**config.mk**
```make
export PLATFORM = sky130hd
export DESIGN_NAME = te_pll_sequencer
export DESIGN_NICKNAME = d
export VERILOG_FILES = /design/src/rtl/te_pll_sequencer.sv
export SDC_FILE = /design/constraint.sdc
export NUM_CORES = 1
export LEC_CHECK = 0
export CAP_MARGIN = 40
export CELL_PAD_IN_SITES_DETAIL_PLACEMENT = 1
export CELL_PAD_IN_SITES_GLOBAL_PLACEMENT = 1
export CORE_ASPECT_RATIO = 1.2
export CORE_MARGIN = 5
export CORE_UTILIZATION = 38
export DETAILED_ROUTE_END_ITERATION = 8
export PLACE_DENSITY_LB_ADDON = 0.2
export SKIP_CTS_REPAIR_TIMING = 1
export SYNTH_ARGS = -nofsm -noshare
export SYNTH_HDL_FRONTEND = slang
export SYNTH_SLANG_ARGS = --single-unit
export TNS_END_PERCENT = 5
```
**constraint.sdc**
```tcl
create_clock -name ck -period 6.4 [get_ports ck]
set_clock_uncertainty 0.15 [all_clocks]
set_input_delay 1.28 -clock ck [delete_from_list [all_inputs] [get_ports ck]]
set_output_delay 1.28 -clock ck [all_outputs]
set_load 0.03 [all_outputs]
```
**src/rtl/te_pll_sequencer.sv**
```systemverilog
// PLL bring-up and RX front-end timing sequencer. All outputs are registered
// and decoded from the next state, so no input reaches an output combinationally.
module te_pll_sequencer #(
  parameter int unsigned SETTLE_CYC   = 64,
  parameter int unsigned RX_DLY_CYC   = 16,
  parameter int unsigned LOCK_TIMEOUT = 1024,
  parameter int unsigned CW           = 16
) (
  input  logic ck,
  input  logic arst,
  input  logic radio_req,
  input  logic rx_req,
  input  logic pll_lock,
  output logic pll_en,
  output logic pll_settled,
  output logic t_arst_fs,
  output logic lock_timeout,
  output logic lock_lost,
  output logic busy
);

  typedef enum logic [2:0] {
    StIdle,
    StPllWait,
    StSettle,
    StReady,
    StRxDly,
    StRxOn,
    StError
  } state_e;

  localparam logic [CW-1:0] SettleLast  = CW'(SETTLE_CYC - 1);
  localparam logic [CW-1:0] RxDlyLast   = CW'(RX_DLY_CYC - 1);
  localparam logic [CW-1:0] TimeoutLast = CW'(LOCK_TIMEOUT - 1);

  state_e        state_q, state_d;
  logic [CW-1:0] cnt_q, cnt_d, cnt_inc;
  logic          pll_en_q, pll_en_d;
  logic          pll_settled_q, pll_settled_d;
  logic          t_arst_fs_q, t_arst_fs_d;
  logic          lock_timeout_q, lock_timeout_d;
  logic          lock_lost_q, lock_lost_d;
  logic          busy_q, busy_d;

  always_comb begin
    state_d     = state_q;
    cnt_d       = cnt_q;
    lock_lost_d = 1'b0;
    cnt_inc     = (cnt_q == '1) ? cnt_q : cnt_q + CW'(1);

    // Branch order encodes event priority: radio drop > lock loss > terminal > rx_req.
    unique case (state_q)
      StIdle: begin
        if (radio_req) state_d = StPllWait;
      end
      StPllWait: begin
        if (!radio_req)                state_d = StIdle;
        else if (pll_lock)             state_d = StSettle;
        else if (cnt_q >= TimeoutLast) state_d = StError;
        else                           cnt_d   = cnt_inc;
      end
      StSettle: begin
        if (!radio_req)               state_d = StIdle;
        else if (!pll_lock)           state_d = StPllWait;
        else if (cnt_q >= SettleLast) state_d = StReady;
        else                          cnt_d   = cnt_inc;
      end
      StReady: begin
        if (!radio_req) begin
          state_d = StIdle;
        end else if (!pll_lock) begin
          state_d     = StPllWait;
          lock_lost_d = 1'b1;
        end else if (rx_req) begin
          state_d = StRxDly;
        end
      end
      StRxDly: begin
        if (!radio_req) begin
          state_d = StIdle;
        end else if (!pll_lock) begin
          state_d     = StPllWait;
          lock_lost_d = 1'b1;
        end else if (cnt_q >= RxDlyLast) begin
          state_d = StRxOn;
        end else if (!rx_req) begin
          state_d = StReady;
        end else begin
          cnt_d = cnt_inc;
        end
      end
      StRxOn: begin
        if (!radio_req) begin
          state_d = StIdle;
        end else if (!pll_lock) begin
          state_d     = StPllWait;
          lock_lost_d = 1'b1;
        end else if (!rx_req) begin
          state_d = StReady;
        end
      end
      StError: begin
        if (!radio_req) state_d = StIdle;
      end
      default: state_d = StIdle;
    endcase

    if (state_d != state_q) cnt_d = '0;

    pll_en_d       = state_d inside {StPllWait, StSettle, StReady, StRxDly, StRxOn};
    pll_settled_d  = state_d inside {StReady, StRxDly, StRxOn};
    t_arst_fs_d    = (state_d == StRxOn);
    lock_timeout_d = (state_d == StError);
    busy_d         = (state_d != StIdle);
  end

  always_ff @(posedge ck) begin
    if (arst) begin
      state_q        <= StIdle;
      cnt_q          <= '0;
      pll_en_q       <= 1'b0;
      pll_settled_q  <= 1'b0;
      t_arst_fs_q    <= 1'b0;
      lock_timeout_q <= 1'b0;
      lock_lost_q    <= 1'b0;
      busy_q         <= 1'b0;
    end else begin
      state_q        <= state_d;
      cnt_q          <= cnt_d;
      pll_en_q       <= pll_en_d;
      pll_settled_q  <= pll_settled_d;
      t_arst_fs_q    <= t_arst_fs_d;
      lock_timeout_q <= lock_timeout_d;
      lock_lost_q    <= lock_lost_d;
      busy_q         <= busy_d;
    end
  end

  assign pll_en       = pll_en_q;
  assign pll_settled  = pll_settled_q;
  assign t_arst_fs    = t_arst_fs_q;
  assign lock_timeout = lock_timeout_q;
  assign lock_lost    = lock_lost_q;
  assign busy         = busy_q;

endmodule

```
== Word-level counts from Yosys, hierarchy flattened ==
Index checks and enable logic that the tools add are counted.
Word-level totals
  memory bits (read-only): 0
  bits in latches: 0
  memory bits (writable): 0
  word-level logic and storage cells: 78
  output and inout bits: 6
  memories kept: 0
  bits in registers: 25
  bits of input ports: 5
Operators by class
  eq/ne operators: 24
  muxes and demuxes: 31
  order comparisons: 3
  reductions and logical operators: 9
  div/mod/pow operators: 0
  multiply operators: 0
  shifts and indexed selects: 0
  add/sub/neg operators: 1
  bitwise operators: 2
Operators with widths (number)
  $mux W16: 11
  $mux W3: 17
  $pmux W16 S3: 1
  $pmux W3 S7: 1
  $ne A2 B2 Y1 const B: 10
  $eq A3 B3 Y1 const B: 6
  $add A16 B1 Y16 const B: 1
  $eq A16 B16 Y1 const B: 1
  $ge A16 B10 Y1 const B: 1
  $ge A16 B4 Y1 const B: 1
  $ge A16 B6 Y1 const B: 1
  $eq A3 B2 Y1 const B: 4
  $reduce_and A11 Y1: 1
  $reduce_bool A3 Y1: 3
  $eq A3 B1 Y1 const B: 2
  $reduce_or A3 Y1: 2
  $reduce_bool A5 Y1: 1
  $logic_not A3 Y1: 1
  $ne A3 B3 Y1: 1
  $not A1 Y1: 2
  $reduce_or A2 Y1: 1
  $mux W1: 1

== Logic depth before layout (Yosys ltp) ==
Gate-level depths: netlist of the first run.
  depth after elaboration: 7
  mapped depth: 10
  gate-level depth less buffers: 8

== Least setup slack after synthesis of the first run ==
No wires, ideal clock.
  path type: input-to-reg
  start: input port pll_lock
  end: register cnt_q[5]
  setup slack: 3.058 ns
  library setup time: 0.062 ns
  arrival time: 3.130 ns
  cell stages on the path: 8
  data required time: 6.188 ns
  path buffers: 2
  cell sequence: clkbuf_1 -> nand2_1 -> a2111oi_0 -> o211ai_1 -> mux2_4 -> a311o_4 -> buf_6 -> nor2_4
On the way
  cells in the longest elaborated chain, start to end: 5
  elaborated cells between the ends (all ways): 17
  those cells by class: eq/ne (4); mux (11); reduce/logical (2)
Ends and longest elaborated chain
  start: declaration: line 13  | input logic pll_lock,
  $mux W3, on equally long branches (2 in a row)
  $pmux W3 S7: line 52  | unique case (state_q)
  $ne A3 B3 Y1: line 108  | if (state_d != state_q) cnt_d = '0;
  $reduce_or A2 Y1 (no line)
  end signal: assignment: line 129  | cnt_q <= cnt_d;
  end: declaration: line 37  | logic [CW-1:0] cnt_q, cnt_d, cnt_inc;
Parallel ways exist; a longest one is shown, timed or not.
A chain may end at the register's enable or synchronous reset.

== Worst setup path in the final report of the first run ==
  start: input port pll_lock
  end: register cnt_q[7]
The elaborated chain is that of the path after synthesis.

==> results of run 1 <==
==> tightest hold or removal path: stages, from the launching register on <==
cell,delay (ns)
dfxtp_1,0.33
inv_1,0.06
nor2_2,0.03
==> power by group <==
group	internal (µW)	leakage [µW]	total (µW)	switching (µW)
registers	157	0.000202	159	2.19
logic	11.4	0.000308	29.1	17.7
clock network	44.2	0.0000217	97.4	53.2
total	213	0.000532	286	73.1
==> how the worst max path moves through the flow <==
stage,start,to,slack (ns),cells after the start
6_report,pll_lock,cnt_q[7],2.67,8
5_1_grt,radio_req,cnt_q[3],2.46,7
4_1_cts,radio_req,cnt_q[3],2.68,7
3_5_place_dp,radio_req,cnt_q[3],2.39,7
3_3_place_gp,pll_lock,cnt_q[7],2.44,8
2_1_floorplan,pll_lock,cnt_q[5],3.06,8
==> routing by layer <==
| layer | track usage [%] | routed length, µm |
|---|---|---|
| met5 | 0 | 0 |
| met4 | 4.56 | 38 |
| met2 | 24.9 | 1810 |
| met1 | 16.3 | 1380 |
| met3 | 2.51 | 100 |
==> logic make-up after synthesis <==
kind of cell	after synthesis
xor gates and xnor gates	8
DFF	25
adders and majority gates	1
and+or+nand+nor	79
AOI/OAI and AO/OA	31
muxes	3
buffers and inverters	18
==> sequential cells by signal (all words and copies together), names as in the netlist <==
name,count
cnt_q,16
state_q,3
busy,1
lock_lost,1
lock_timeout,1
pll_en,1
pll_settled,1
t_arst_fs,1
==> cell usage in the layout (no fill, tap or decap), types with 3 or more instances in the layout <==
master / count
nand2_1: 17
clkdlybuf4s50_1: 10
o211ai_1: 4
clkbuf_8: 3
a21o_1: 3
dfxtp_1: 25
and4_1: 3
nor2_4: 4
nor2_1: 16
nor3b_1: 4
inv_1: 9
and2_1: 3
o21ai_0: 6
nor2_2: 6
xor2_1: 7
a21oi_1: 4
nand3_1: 8
==> stage by stage <==
stage | hold slack [ns] | worst slack, ns | cell area, µm² | std cells | utilization (%)
final | 0.312 | 2.67 | 1550 | 209 | 43.0
after global routing | 0.344 | 2.46 | 1550 | 209 | 43.0
after CTS | 0.315 | 2.68 | 1550 | 209 | 43.0
after detailed placement | 0.298 | 2.39 | 1500 | 205 | 41.7
after global placement | 0.293 | 2.44 | 1500 | 205 | 41.7
after floorplan | 0.281 | 3.06 | 1400 | 165 | -
==> area by class of cell <==
| type | count | share of cell area [%] |
|---|---|---|
| Tap cell | 39 | 3.15 |
| Sequential cell | 25 | 32.3 |
| Clock buffer | 3 | 2.66 |
| Multi-Input combinational cell | 122 | 52.8 |
| Inverter | 9 | 2.18 |
| Clock inverter | 1 | 0.484 |
| Timing Repair Buffer | 10 | 6.46 |
==> impl_results.md, run 1 <==
- Drt first pass iters: 4
- Max Cap Viol: 0
- Post-Synth XOR/XNOR Area: roughly 5.0%
- Routed wire length: approximately 3.3 mm
- Hold Crit Start: cnt_q[12]
- Area of the mapped netlist: roughly 1400 µm²
- R2R Setup Slk: 3.59 ns
- First-pass GRT wire length: 5.63 mm
- Most instantiated cells after synthesis: dfxtp_1, nand2_1, nor2_1
- CP max stage delay: just over 0.6 ns
- Final Power: 286 µW
- Ant diodes: 0
- Distinct cells, synth: 48
- Synthesized Nets: about 170
- DIE HEIGHT: approximately 76 µm
- Fin crit period: about 3.7 ns
- Port bufs: 10
- Sequential cell area: 500 µm²
- Filler cells: around 430
- Setup CP Type: input pin to register
- Crit Path Max Fanout: 16
- Row count: 24
- Layout area overhead: 11.1%
- DR iter-0 viols: approximately 110
- Slew HR: between 50% and 60%
- Clock-pin transition on the worst setup and hold timing paths: 0.09 ns
- Leak Pwr: between 0.0005 and 0.0006 µW
- DIE WIDTH: 65.3 µm
- Pwr Density: approximately 180 nW/µm²
- Core box area: 3600 µm²
- CTS tree: built
- Share of cells above drive strength 1: a little under an eighth
- Post-synthesis adder-cell area fraction: 0.897%
- Largest net degree at the start of global routing: 17
- H-tree Lvls: 1
- Post-DP HPWL: approximately 2.6 mm
- CP Data Required Time: between 6 and 7 ns
- Number of remaining DRC errors: 0
- #FFs+latches synth: 25
- FF-to-FF Start: cnt_q[0]
- DR vias: between 1,000 and 1,500
- Slowest stage cell, crit path: clkdlybuf4s50_1
- Clock buffer depth: 2
- Synth Area in Compound Gates: between 10% and 20%
- Run status: finished, final reports clean
- Final TNS setup: 0 ns
- Seq/Total Area, Yosys: approximately 36%
- Top post-synthesis cells by area: dfxtp_1, nand2_1, xor2_1
- RSZ-0062 raised after global routing: false
- Vias per cell: about 5.8
- Die area: about 5000 µm²
- Yosys Warn Count: 0
- Grt total ovfl: 0
- Post-synth top area cell: dfxtp_1
- Hold/Removal Path Class: register to register
- I/O Pins: 11
- TritonCTS Buffers: 3
- Gate Count Post-Synth: approximately 170
- Mux share of post-synthesis cell area: ~2.5%
- Clk sinks: 25
- Number of global-route vias before repair: 1,200
- Hold path cells: 2
- Final period utilization: 58.3%
- Most used DFF post-synth: dfxtp_1
- Slew @ Worst Pin: slightly below 0.7 ns
- Final Hold Violating Endpoints: 0
- Setup-failing EPs final: 0
- CP top delay family: compound AO/OA/AOI/OAI gates
- Post-Synth Simple-Gate Area: 33.4%
- Syn Area/Cell: around 8.5 µm²
- Hold EP: cnt_q[12]
- Buf/Inv on CP: 1
- Post-synth EDFFs: 0
- WL/cell: around 16 µm
- Nets: ~180
- Share of the synthesized area in the top cell type: between 30% and 40%
- Initial antenna violation count: 0
- FF-to-FF End: cnt_q[7]
- Starting Density: 38.7%
- Achievable Freq: 268 MHz
- Largest family of logic cells by synthesized area: simple AND/OR/NAND/NOR gates
- Post-synthesis async set-or-reset flop share: 0%
- Routed Antenna Nets: 0
- Worst Setup End Kind: register
- Root Driver: clkbuf_8
- Placer Congestion: between 0.8 and 0.9
- Gr usage total: between 10% and 20%
- Max Slew Vio Count: 0
- Clock latency on the worst-skew pair: between 0.2 and 0.3 ns
- CP Launch Type: input pin
- VDD IR max: 0.0000814 V
- Crit path cell chain: clkdlybuf4s50_1 > or2_2 > a21o_1 > o311ai_1 > o41a_1 > mux2_4 > a311o_4 > a21oi_1
- Reg2Reg Depth: 8
- Most frequent cell after synthesis: dfxtp_1
- Data arrival, critical path: roughly 3.8 ns
- Area of the multi-input gates: approximately 820 µm²
No activity file was read; power rests on OpenSTA's default activity.
==> run 2: changes to the inputs <==
- clock period: 6.4 -> 3.7 ns (I/O delays scaled with it)
==> impl_results.md, run 2 (same netlist as run 1, synthesis figures left out) <==
- Root Driver: clkbuf_8
- VDD IR max: 0.000139 V
- Slew @ Worst Pin: 0.676 ns
- Max Cap Viol: 0
- Final Hold Violating Endpoints: 0
- DR iter-0 viols: 42
- Core box area: between 3000 and 4000 µm²
- Hold/Removal Path Class: register to register
- Die area: approximately 5000 µm²
- Number of remaining DRC errors: 0
- H-tree Lvls: 1
- Hold path cells: 2
- Starting Density: slightly below 40%
- Achievable Freq: between 300 and 400 MHz
- Largest reg by FF count: cnt_q
- Final period utilization: between 80 and 90%
- DIE HEIGHT: approximately 76 µm
- DRT met1 WL: between 1 and 1.5 mm
- Commonest non-fill, non-tap cell in the layout: dfxtp_1
- Met3 routed WL: about 69 µm
- TritonCTS Buffers: 3
- Drt first pass iters: 4
- Pwr Density: ~320 nW/µm²
- Fin crit period: between 2 and 3 ns
- First-pass GRT wire length: approximately 5.7 mm
- CP Launch Type: input pin
- Data arrival, critical path: just over 3 ns
- Post-DP HPWL: around 2.6 mm
- DR vias: between 1,000 and 1,500
- DIE WIDTH: approximately 65 µm
- Hold Crit Start: cnt_q[11]
- Routed wire length: around 3.3 mm
- Placer Congestion: approximately 0.9
- Routed Antenna Nets: 0
- Setup CP Type: input pin to register
- Clk sinks: 25
- Leak Pwr: 0.000542 µW
- Met2 wire length: 1.76 mm
- Reg2Reg Depth: 7
- Largest net degree at the start of global routing: 17
- FF-to-FF Start: cnt_q[6]
- Port bufs: 10
- Slew HR: 54.3%
- Nets: around 180
- RSZ-0062 raised after global routing: false
- Max FFs per register: 16
- Commonest non-fill, non-tap cells in the layout: dfxtp_1, nand2_1, nor2_1
- Max Slew Vio Count: 0
- Initial antenna violation count: 0
- DR top layer: met4
- Number of global-route vias before repair: around 1,200
- Layout Utilization: a little over two fifths
- Clock latency on the worst-skew pair: about 0.27 ns
- Layout area overhead: 12.2%
- I/O Pins: 11
- Setup-failing EPs final: 0
- Row count: 24
- Worst setup margin: about 0.70 ns
- R2R Setup Slk: between 0.8 and 0.9 ns
- Hold EP: cnt_q[11]
- Vias per cell: between 5 and 6
- Clock-pin transition on the worst setup and hold timing paths: approximately 0.090 ns
- CTS tree: built
- Crit Path Max Fanout: 10
- FF-to-FF End: cnt_q[7]
- Ant diodes: 0
- Run status: finished, final reports clean
- Dpl ws: 0.386 ns
- Biggest regs: cnt_q: 16 flops, state_q: 3 flops
- CP Data Required Time: roughly 3.8 ns
- WL/cell: approximately 16 µm
- Share of cells above drive strength 1: between 10 and 15%
- Grt total ovfl: 0
- Clock buffer depth: 2
- Gr usage total: between 10% and 20%
- Worst Setup End Kind: register
- Final TNS setup: 0 ns
[run 2: changes by cell type in the layout (fill, tap and decap cells not counted), sizes merged]
cell	change
buf	+2
[run 2: metrics by stage]
stage | hold slack [ns] | cell area [µm²] | std cells | power [µW]
floorplan | 0.281 | 1400 | 165 | 319
global placement | 0.292 | 1520 | 207 | 333
detailed placement | 0.293 | 1520 | 207 | 334
CTS | 0.310 | 1570 | 211 | 503
global route | 0.333 | 1570 | 211 | 519
finish | 0.310 | 1570 | 211 | 494
[run 2: per-layer routing]
layer / up-vias / global-route usage, %
li1: 596 / -
met1: 570 / 15.5
met2: 16 / 26.3
met3: 8 / 2.95
met4: 0 / 6.64
met5: - / 0
[run 2: how the worst max path moves through the flow]
stage | start | end | depth (start not counted)
after floorplan | pll_lock | cnt_q[5] | 8
after global placement | pll_lock | cnt_q[7] | 8
after detailed placement | pll_lock | cnt_q[7] | 9
after CTS | pll_lock | cnt_q[7] | 9
after global routing | pll_lock | cnt_q[7] | 9
final | pll_lock | cnt_q[7] | 9
[run 2: report_power, final]
part / leakage, µW / switching, µW / internal, µW
logic: 0.000318 / 30.7 / 21.1
clock network: 0.0000217 / 90.9 / 76.4
registers: 0.000202 / 3.81 / 272
total: 0.000542 / 125 / 369
[run 2: area by class of cell]
type / count / area [µm²]
Fill cell: 437 / 2040
Multi-Input combinational cell: 122 / 818
Sequential cell: 25 / 500
Timing Repair Buffer: 12 / 115
Tap cell: 39 / 48.8
Clock buffer: 3 / 41.3
Inverter: 9 / 33.8
Clock inverter: 1 / 7.51
[run 2: worst max-delay path, cell delays in order]
cell and delay (ns):
clkdlybuf4s50_1 0.54, buf_4 0.18, nor4bb_1 0.25, a211o_1 0.15, o211ai_1 0.08, and4b_1 0.50
nand2_1 0.12, or3_1 0.36, a21oi_1 0.14
